### config.mk
export PLATFORM = sky130hd
export DESIGN_NAME = dt_param_gen
export DESIGN_NICKNAME = d
export VERILOG_FILES = /design/src/rtl/dt_param_gen.sv
export SDC_FILE = /design/constraint.sdc
export NUM_CORES = 1
export LEC_CHECK = 0
export ABC_AREA = 1
export CAP_MARGIN = 15
export CORE_MARGIN = 4
export CORE_UTILIZATION = 51
export DETAILED_ROUTE_END_ITERATION = 16
export PLACE_DENSITY = 0.9
export SLEW_MARGIN = 10
export SYNTH_ARGS = -nofsm -noshare
export SYNTH_HDL_FRONTEND = slang
export SYNTH_SLANG_ARGS = --single-unit
### constraint.sdc
create_clock -name clk -period 22.5 [get_ports clk]
set_input_delay 3.375 -clock clk [delete_from_list [all_inputs] [get_ports clk]]
set_output_delay 3.375 -clock clk [all_outputs]
set_load 0.05 [all_outputs]
### src/rtl/dt_param_gen.sv
// dt_param_gen: turns one double dt into delta_t, dt^2/2 and dt^3/2 using one
// shared external multiplier; results are double-buffered behind a publish step.
module dt_param_gen #(
    parameter int DBL_WIDTH   = 64,
    parameter int MUL_TIMEOUT = 64
) (
    input  logic                 clk,
    input  logic                 rst,
    input  logic                 start,
    input  logic [DBL_WIDTH-1:0] dt_in,
    output logic [DBL_WIDTH-1:0] delta_t,
    output logic [DBL_WIDTH-1:0] half_dt2,
    output logic [DBL_WIDTH-1:0] half_dt3,
    output logic                 params_valid,
    output logic                 busy,
    output logic                 done,
    output logic                 err_timeout,
    output logic                 mul_go,
    output logic [DBL_WIDTH-1:0] mul_a,
    output logic [DBL_WIDTH-1:0] mul_b,
    input  logic                 finish,
    input  logic [DBL_WIDTH-1:0] mul_result
);

    localparam int TW = $clog2(MUL_TIMEOUT + 1);
    localparam logic [TW-1:0] TMO_LAST = TW'(MUL_TIMEOUT - 1);
    localparam logic [DBL_WIDTH-1:0] FP_HALF =
        DBL_WIDTH'(64'h3FE0_0000_0000_0000);

    typedef enum logic [2:0] {
        S_IDLE,
        S_SQ,
        S_HALF,
        S_CUBE,
        S_PUB
    } state_t;

    state_t state;
    state_t state_nxt;

    logic [DBL_WIDTH-1:0] dt_r;
    logic [DBL_WIDTH-1:0] h2;
    logic [DBL_WIDTH-1:0] h3;
    logic [TW-1:0]        tmo_cnt;

    logic is_zero;
    logic accept;
    logic zero_go;
    logic issue_sq;
    logic ld_sq;
    logic ld_h2;
    logic ld_h3;
    logic publish;
    logic waiting;
    logic tmo_hit;

    // Sign bit ignored so both +0.0 and -0.0 take the short path.
    assign is_zero = ~|dt_in[DBL_WIDTH-2:0];
    assign busy    = (state != S_IDLE);

    always_ff @(posedge clk or posedge rst) begin
        if (rst) begin
            state <= S_IDLE;
        end else begin
            state <= state_nxt;
        end
    end

    always_comb begin
        state_nxt = state;
        unique case (state)
            S_IDLE: begin
                if (start) begin
                    state_nxt = is_zero ? S_PUB : S_SQ;
                end
            end
            S_SQ: begin
                if (finish) begin
                    state_nxt = S_HALF;
                end else if (tmo_hit) begin
                    state_nxt = S_IDLE;
                end
            end
            S_HALF: begin
                if (finish) begin
                    state_nxt = S_CUBE;
                end else if (tmo_hit) begin
                    state_nxt = S_IDLE;
                end
            end
            S_CUBE: begin
                if (finish) begin
                    state_nxt = S_PUB;
                end else if (tmo_hit) begin
                    state_nxt = S_IDLE;
                end
            end
            S_PUB: begin
                state_nxt = S_IDLE;
            end
            default: begin
                state_nxt = S_IDLE;
            end
        endcase
    end

    always_comb begin
        accept   = 1'b0;
        zero_go  = 1'b0;
        issue_sq = 1'b0;
        ld_sq    = 1'b0;
        ld_h2    = 1'b0;
        ld_h3    = 1'b0;
        publish  = 1'b0;
        waiting  = 1'b0;
        unique case (state)
            S_IDLE: begin
                accept   = start;
                zero_go  = start & is_zero;
                issue_sq = start & ~is_zero;
            end
            S_SQ: begin
                waiting = 1'b1;
                ld_sq   = finish;
            end
            S_HALF: begin
                waiting = 1'b1;
                ld_h2   = finish;
            end
            S_CUBE: begin
                waiting = 1'b1;
                ld_h3   = finish;
            end
            S_PUB: begin
                publish = 1'b1;
            end
            default: begin
                accept = 1'b0;
            end
        endcase
        tmo_hit = waiting & ~finish & (tmo_cnt == TMO_LAST);
    end

    // The square is never stored separately: it goes straight to mul_a.
    always_ff @(posedge clk or posedge rst) begin
        if (rst) begin
            mul_go <= 1'b0;
            mul_a  <= '0;
            mul_b  <= '0;
        end else begin
            mul_go <= issue_sq | ld_sq | ld_h2;
            if (issue_sq) begin
                mul_a <= dt_in;
                mul_b <= dt_in;
            end else if (ld_sq) begin
                mul_a <= mul_result;
                mul_b <= FP_HALF;
            end else if (ld_h2) begin
                mul_a <= mul_result;
                mul_b <= dt_r;
            end
        end
    end

    always_ff @(posedge clk or posedge rst) begin
        if (rst) begin
            tmo_cnt <= '0;
        end else if (issue_sq | ld_sq | ld_h2) begin
            tmo_cnt <= '0;
        end else if (waiting) begin
            tmo_cnt <= tmo_cnt + 1'b1;
        end
    end

    always_ff @(posedge clk or posedge rst) begin
        if (rst) begin
            dt_r <= '0;
            h2   <= '0;
            h3   <= '0;
        end else begin
            if (accept) begin
                dt_r <= dt_in;
            end
            if (zero_go) begin
                h2 <= '0;
                h3 <= '0;
            end
            if (ld_h2) begin
                h2 <= mul_result;
            end
            if (ld_h3) begin
                h3 <= mul_result;
            end
        end
    end

    always_ff @(posedge clk or posedge rst) begin
        if (rst) begin
            err_timeout <= 1'b0;
        end else if (accept) begin
            err_timeout <= 1'b0;
        end else if (tmo_hit) begin
            err_timeout <= 1'b1;
        end
    end

    // Published triple only changes here, so consumers never see a mix.
    always_ff @(posedge clk or posedge rst) begin
        if (rst) begin
            delta_t      <= '0;
            half_dt2     <= '0;
            half_dt3     <= '0;
            params_valid <= 1'b0;
            done         <= 1'b0;
        end else begin
            done <= publish;
            if (publish) begin
                delta_t      <= dt_r;
                half_dt2     <= h2;
                half_dt3     <= h3;
                params_valid <= 1'b1;
            end
        end
    end

endmodule

After elaboration in Yosys (flattened, before gate mapping):

Cells that the tools add are included.

* bits in registers: 526
* input bits: 132
* output and inout bits: 325
* logic and storage cells: 66

* add/sub/neg operators: 1
* equal/unequal tests: 6
* muxes and demuxes: 28
* bitwise gates (word level): 7
* reduce and logical (&&, ||, !) cells: 10

Operator list (number)
* 64-bit two-way mux: 9
* 63-bit OR reduction: 1
* 3-bit two-way mux: 6
* 7-bit two-way mux: 2
* 3-bit one-hot mux with 4 select lines: 1
* 1-bit two-way mux: 10
* 2-bit nonzero test: 4
* 7-bit by 1-bit adder with 7-bit output, second input constant: 1
* 7-bit by 6-bit == test with 1-bit output, second input constant: 1
* 3-bit by 2-bit == test with 1-bit output, second input constant: 2
* 3-bit nonzero test: 2
* 1-bit AND: 4
* 3-bit by 1-bit == test with 1-bit output, second input constant: 1
* 3-bit == test, second input constant: 1
* 3-bit zero test: 1
* 3-bit OR reduction: 1
* 2-bit inequality test, second input constant: 1
* 1-bit OR: 2
* 1-bit zero test: 1
* 1-bit NOT: 1

Logic depth before layout (Yosys ltp):

* depth after elaboration: 8
* mapped depth: 13
* gate-level depth less buffers: 11

Worst setup path before layout:

OpenSTA, ideal clock, no wires.

* path kind: input -> register
* start point: in dt_in[26]
* end point: reg mul_a[0]
* library setup time: 0.118 ns
* data arrival time: 4.466 ns
* data required time: 22.382 ns
* slack: 17.916 ns
* stages: 12
* buffers on the path: 2
* path through: nor2_1 > nand2_1 > nor2_1 > nand2_1 > nor2_1 > nand2_1 > nand2_2 > nand3_2 > buf_6 > buf_6 > nand2_1 > nand2_1

* word-level cells in the longest chain between the ends: 4
* elaborated cells on any way between the ends: 5
* classes of those cells: 2 x mux; 1 x bitwise; 2 x reduce/logical

Ends and longest elaborated chain
* start, declared: line 10 `input logic [DBL_WIDTH-1:0] dt_in,`
* 63-bit OR reduction (*): line 58 `assign is_zero = ~|dt_in[DBL_WIDTH-2:0];`
* 1-bit AND (*): line 120 `issue_sq = start & ~is_zero;`
* 1-bit two-way mux (*): line 116 `unique case (state)`
* 3-bit nonzero test (no line) / 64-bit two-way mux (equally long branches)
* end signal, assigned: line 153 `mul_a <= dt_in;`
* end signal, assigned: line 156 `mul_a <= mul_result;`
* end signal, assigned: line 159 `mul_a <= mul_result;`
* end, declared: line 19 `output logic [DBL_WIDTH-1:0] mul_a,`

Mark *: on every way between the ends. The rest lies on a longest branch, timed or not.
A chain may end at the register's enable or synchronous reset.

Worst setup path in the final report:

* start point: in dt_in[32]
* end point: reg mul_a[1]

The elaborated chain is that of the path after synthesis.

==> run summary <==
Count of distinct cell types in the synthesized netlist: 24
Number of standard cells after synthesis: 2625
Number of buffer and inverter stages on the critical path: 2
Overall die area: 46400 um^2
Area growth from synthesis to final layout: 29.6%
Clock transition time at the flip-flop clock pins of the worst setup and hold paths: 60 ps
Vias in the first global route: 19800
EDFF count, synth: 0
Buffers inserted during post-CTS setup optimization: 0
PnR Total Power: 4920 uW
Initial core utilization: 51.9%
Power per unit of standard cell area: 173 nW/um^2
Worst hold path class: flop to flop
CP most frequent cell: sky130_fd_sc_hd__nand2_1
Pin count of the biggest net entering global routing: 185
DP Worst Slack: 14860 ps
Family with the most delay on the worst path: simple AND/OR/NAND/NOR gates
Share of cells above drive strength 1: 4.10%
Drt wl/cell: 20.6 um
Actual transition at the worst max-transition pin: 1150 ps
Post-route ant nets: 0
Prevailing post-synth register cell: sky130_fd_sc_hd__dfrtp_1
WL met1: 29.0 mm
Kind of launch point of the worst setup path: input pin
Final net count: 3116
Clock latency of the later-clocked register in the worst-skew pair: 590 ps
Post-synthesis cell type with the largest combined area: sky130_fd_sc_hd__dfrtp_1
Clock tree from TritonCTS: built
Setup slack after layout: 15320 ps
VDD IR-drop max: 0.112 mV
Initial drt markers: 2249
Post-synthesis instance area: 21900 um^2
Synthesis warning total: 0
Count of final hold-check violations: 0
CP endpoint kind: flop
Leakage power of the design: 0.0146 uW
Buffer levels on the longest clock path: 3
# H-tree levels: 2
Vias: 20200
Final-layout setup total negative slack: 0 ps
Result of the run: complete, no violations
Post-synth net total: 2758
Gpl congestion: 0.969
RSZ-0062 raised after global routing: false
GRT Overall Usage: 30.9%
Final Cycle Share: 31.9%
Max FO, Critical Path: 172
Post-synthesis area per instance: 8.35 um^2
Worst setup path category: input pin to flop
Initial antenna violation count: 12
Clock tree skew after final layout: 14.2 ps
Share of Yosys cell area claimed by the top area cell type: 60.0%
CTS root buf: sky130_fd_sc_hd__clkbuf_16
Final setup violating endpoints: 0
HPWL after DPL: 48.3 mm
Highest routed layer: met4
Width of the chip: 215 um
Achievable frequency: 139 MHz
Met2 wire len: 33.9 mm
Met3 Routed Length: 7.06 mm
Area post-placement: 26600 um^2
Number of gates resized after cts: 0
Leading cell types by total area after synthesis: sky130_fd_sc_hd__dfrtp_1 60%, sky130_fd_sc_hd__nand2_1 23%, sky130_fd_sc_hd__nand4_1 3.7%
Crit path time final: 7180 ps
Design area: 28400 um^2
Cell Rows: 75
Required arrival time at the worst endpoint: 22970 ps
Sequential fraction of the synthesis area: 60.0%
Top Ports: 457
Count of port buffers added during placement: 456
Global-route wire length before repair: 114 mm
Number of detailed-routing iterations run before antenna repair: 6
Max incr delay on CP: 860 ps
Hold-fix buffers, CTS: 0
Sink Count: 526
Post-Route WL: 73.6 mm
Total grt overflow: 0
Average via count per standard cell: 5.66
Max transition margin: 23.3%
Die outline height: 215 um
Count of unresolved DRC violations after routing: 0
Num CTS Buffers: 53
Count of pins over their slew limit: 0
Crit path cell chain: clkdlybuf4s50_1 > nor2_1 > nand2_1 > nor2_1 > nand2_1 > nor2_1 > nand2_1 > nand2_8 > nand3_4 > buf_4 > nand2_1 > nand2_1
Floorplan Core Area: 42200 um^2
Share of the core filled with cells in the final layout: 67.3%
Share of synthesized registers carrying an async set or reset: 100%
Max-cap violation count: 0
#FFs+latches synth: 526
Slowest library cell on the worst path: sky130_fd_sc_hd__nand3_4
Arrival time of data at the critical path endpoint: 7650 ps
[final cells by class]
class,instances,area (um^2)
Clock inverter,21,240
Sequential cell,526,13200
Clock buffer,74,1540
Antenna cell,12,30.0
Fill cell,3145,13800
Tap cell,539,674
Inverter,84,330
Multi-Input combinational cell,1842,7690
Timing Repair Buffer,476,4760
[worst paths after layout]
| path | from | endpoint | slack [ps] | cells after the start |
|---|---|---|---|---|
| max reg2reg | state[0] | mul_a[1] | 18750 | 8 |
| max in group asynchronous | rst | mul_b[34] | 16810 | 4 |
| min in group asynchronous | rst | done | 3350 | 2 |
| min | params_valid | params_valid | 460 | 1 |
| max | dt_in[32] | mul_a[1] | 15320 | 12 |
| min reg2reg | params_valid | params_valid | 460 | 1 |
[cells by family after synthesis]
family / Yosys count / synth area share (%)
xor+xnor: 6 / 0.240
simple gates: 1702 / 31.5
fa+ha+maj: 1 / 0.0570
compound gates: 133 / 3.06
buf+inv: 257 / 5.13
flops: 526 / 60.0
[synthesized netlist by cell type (2+ instances only)]
master	instances
sky130_fd_sc_hd__buf_1	18
sky130_fd_sc_hd__buf_4	13
sky130_fd_sc_hd__xor2_1	4
sky130_fd_sc_hd__buf_6	9
sky130_fd_sc_hd__a21oi_1	3
sky130_fd_sc_hd__nand2_1	1319
sky130_fd_sc_hd__nand4_1	130
sky130_fd_sc_hd__buf_2	36
sky130_fd_sc_hd__o21ai_0	105
sky130_fd_sc_hd__inv_1	78
sky130_fd_sc_hd__o21ai_1	24
sky130_fd_sc_hd__xnor2_1	2
sky130_fd_sc_hd__inv_2	6
sky130_fd_sc_hd__dfrtp_1	526
sky130_fd_sc_hd__clkbuf_1	97
sky130_fd_sc_hd__nand3_1	137
sky130_fd_sc_hd__nor2_1	111
[cell usage in the layout, fill, tap and decap left out, types with 2 or more instances in the layout]
cell type / netlist / final
sky130_fd_sc_hd__clkbuf_16: 0 / 53
sky130_fd_sc_hd__dfrtp_1: 526 / 526
sky130_fd_sc_hd__clkbuf_1: 97 / 8
sky130_fd_sc_hd__nand4_1: 130 / 130
sky130_fd_sc_hd__buf_12: 0 / 2
sky130_fd_sc_hd__nand3_4: 0 / 2
sky130_fd_sc_hd__bufinv_16: 0 / 4
sky130_fd_sc_hd__inv_2: 6 / 6
sky130_fd_sc_hd__inv_8: 0 / 2
sky130_fd_sc_hd__clkinvlp_4: 0 / 2
sky130_fd_sc_hd__nor2_1: 111 / 110
sky130_fd_sc_hd__a21oi_1: 3 / 3
sky130_fd_sc_hd__nand3_1: 137 / 136
sky130_fd_sc_hd__clkdlybuf4s50_1: 0 / 456
sky130_fd_sc_hd__buf_4: 13 / 17
sky130_fd_sc_hd__xnor2_1: 2 / 2
sky130_fd_sc_hd__clkbuf_8: 0 / 13
sky130_fd_sc_hd__clkinv_8: 0 / 2
sky130_fd_sc_hd__nor2_4: 1 / 2
sky130_fd_sc_hd__diode_2: 0 / 12
sky130_fd_sc_hd__clkinv_2: 0 / 11
sky130_fd_sc_hd__o21ai_1: 24 / 24
sky130_fd_sc_hd__inv_1: 78 / 76
sky130_fd_sc_hd__o21ai_0: 105 / 105
sky130_fd_sc_hd__nand2_1: 1319 / 1317
sky130_fd_sc_hd__xor2_1: 4 / 4
[report_power, final]
part,total [uW],internal [uW],switching (uW)
sequential,1620,1360,259
combinational,2400,715,1690
clock,899,522,377
[state kept, by name, summed over array words and instances (netlist names)]
register      flops
mul_b            64
half_dt2         64
tmo_cnt           7
delta_t          64
state             3
h2               64
err_timeout       1
mul_a            64
h3               64
params_valid      1
done              1
half_dt3         64
dt_r             64
mul_go            1
[metrics by stage]
stage | hold WS (ps) | std cells
after floorplan | 450 | 2625
after global placement | 452 | 3465
after detailed placement | 451 | 3465
after CTS | 466 | 3560
after global routing | 473 | 3574
final | 464 | 3574
[routing by layer]
layer  GRT usage, %  vias up
li1               -     9006
met1           42.5     9810
met2           47.4     1216
met3           6.60      196
met4           14.7        0
met5              0        -
Power figures use the tool's default switching activity.
==> RTL edit (config.mk and constraints unchanged) <==
The parameter `DBL_WIDTH` goes from 64 to 72.
--- a/src/rtl/dt_param_gen.sv
+++ b/src/rtl/dt_param_gen.sv
@@ -3,3 +3,3 @@
 module dt_param_gen #(
-    parameter int DBL_WIDTH   = 64,
+    parameter int DBL_WIDTH   = 72,
     parameter int MUL_TIMEOUT = 64
Interface: changed (7 resized); port bits go from 457 to 513. The function was not compared with the original's and may differ.
==> RTL edit against the original RTL <==
Design area increased by 12%; register-to-register slack got worse by 250 ps; power increased by 13%; sequential power increased by 9.9%; sequential cell count increased by 64; routed wire length increased by 10%; fmax decreased by 3.3%; worst setup slack got worse by 250 ps; synthesized area increased by 12%; critical endpoint is now mul_a[12]$_DFFE_PP0P_; worst hold slack got worse by 1.6 ps; combinational power increased by 13%; clock power increased by 17%.
==> RTL edit: results <==
metrics = {
    "outcome": {
        "status": "finished, final reports clean",
    },
    "synthesis": {
        "synthTopCellsByArea": "dfrtp_1 60%, nand2_1 22%, nand4_1 3.8%",
        "synthAdderAreaFrac_pct": 0.05094,
        "synth_fp_nets": 3087,
        "synth_compound_area_share_pct": 3.072,
        "seq_area_frac_synth_pct": 60.11,
        "synthXorXnorAreaFrac_pct": 0.2139,
    },
    "route": {
        "firstDrtPassIters": 9,
        "wl_per_cell_um": 20.26,
        "avgViaCountPerCell": 5.539,
        "drt_iter0_drc": 2612,
    },
    "timing": {
        "maxSlewHeadroom_pct": 22.34,
    },
    "critical_path": {
        "cpMaxStageDelayCell": "buf_4",
        "reg2reg_from": "state[1]$_DFFE_PP0P_",
        "regToRegSetupSlack_ps": 18500,
        "r2r-end": "mul_a[12]$_DFFE_PP0P_",
        "startpoint": "dt_in[22]",
        "critPathMaxStageDelay_ps": 1000,
        "r2r_cells": 12,
        "critPathMaxFanout": 107,
        "cp.arrival_ps": 7980,
    },
    "power_and_ir_drop": {
        "seqPwrFrac_pct": 32.2,
        "intPower_mw": 2.949,
        "ir_drop_uv": 114.7,
        "p_clk_share_pct": 19.0,
    },
    "grt": {
        "grt_pass1_vias": 20760,
        "grt_pass1_wl_um": 122900,
        "grt_max_degree": 205,
        "antenna_found_initial": 8,
    },
    "placed_design": {
        "post-dp-hpwl_um": 53110,
        "placedCellCount": 3891,
        "io_buffers": 512,
        "place_congestion": 0.9373,
    },
    "clock_tree": {
        "cts_buffers": 60,
        "clk_latency_ps": 630,
    },
    "cells_and_area": {
        "drive_above_1_share_pct": 4.162,
        "num-nets-final": 3487,
    },
}
-- RTL edit: stage by stage --
step | utilization, % | power [mW] | setup WS, ps
floorplan | - | 3.543 | 2614
global placement | 62.56 | 4.411 | 14610
detailed placement | 62.56 | 4.478 | 14470
CTS | 66.93 | 5.554 | 15040
global route | 66.95 | 5.824 | 14770
finish | 66.96 | 5.547 | 15070
-- RTL edit: layout make-up --
| type | count | area [um2] |
|---|---|---|
| clock inverter | 35 | 434.2 |
| inverter | 94 | 372.9 |
| multi-input combinational | 2059 | 8606 |
| sequential | 590 | 14760 |
| timing repair buffer | 533 | 5295 |
| clock buffer | 77 | 1647 |
| antenna | 7 | 17.52 |
| tap | 615 | 769.5 |
| fill | 3551 | 15740 |
-- RTL edit: worst min-delay path by stage --
stage | cells after the start | start | slack, ps | endpoint
after floorplan | 2 | h2[67]$_DFFE_PP0P_ | 450 | half_dt2[67]$_DFFE_PP0P_
after global placement | 1 | params_valid$_DFFE_PP0P_ | 450 | params_valid$_DFFE_PP0P_
after detailed placement | 1 | params_valid$_DFFE_PP0P_ | 460 | params_valid$_DFFE_PP0P_
after CTS | 2 | h2[24]$_DFFE_PP0P_ | 470 | half_dt2[24]$_DFFE_PP0P_
after global routing | 2 | half_dt3[23]$_DFFE_PP0P_ | 480 | half_dt3[23]$_DFFE_PP0P_
final | 2 | h2[24]$_DFFE_PP0P_ | 460 | half_dt2[24]$_DFFE_PP0P_
-- RTL edit: metal layers --
metal | part of all wire [%] | global-route usage, % | routed length (um)
met1 | 40 | 42.84 | 32550
met2 | 44 | 45.45 | 36120
met3 | 10 | 8.356 | 8443
met4 | 5.1 | 12.51 | 4113
met5 | 0.049 | 0 | 40
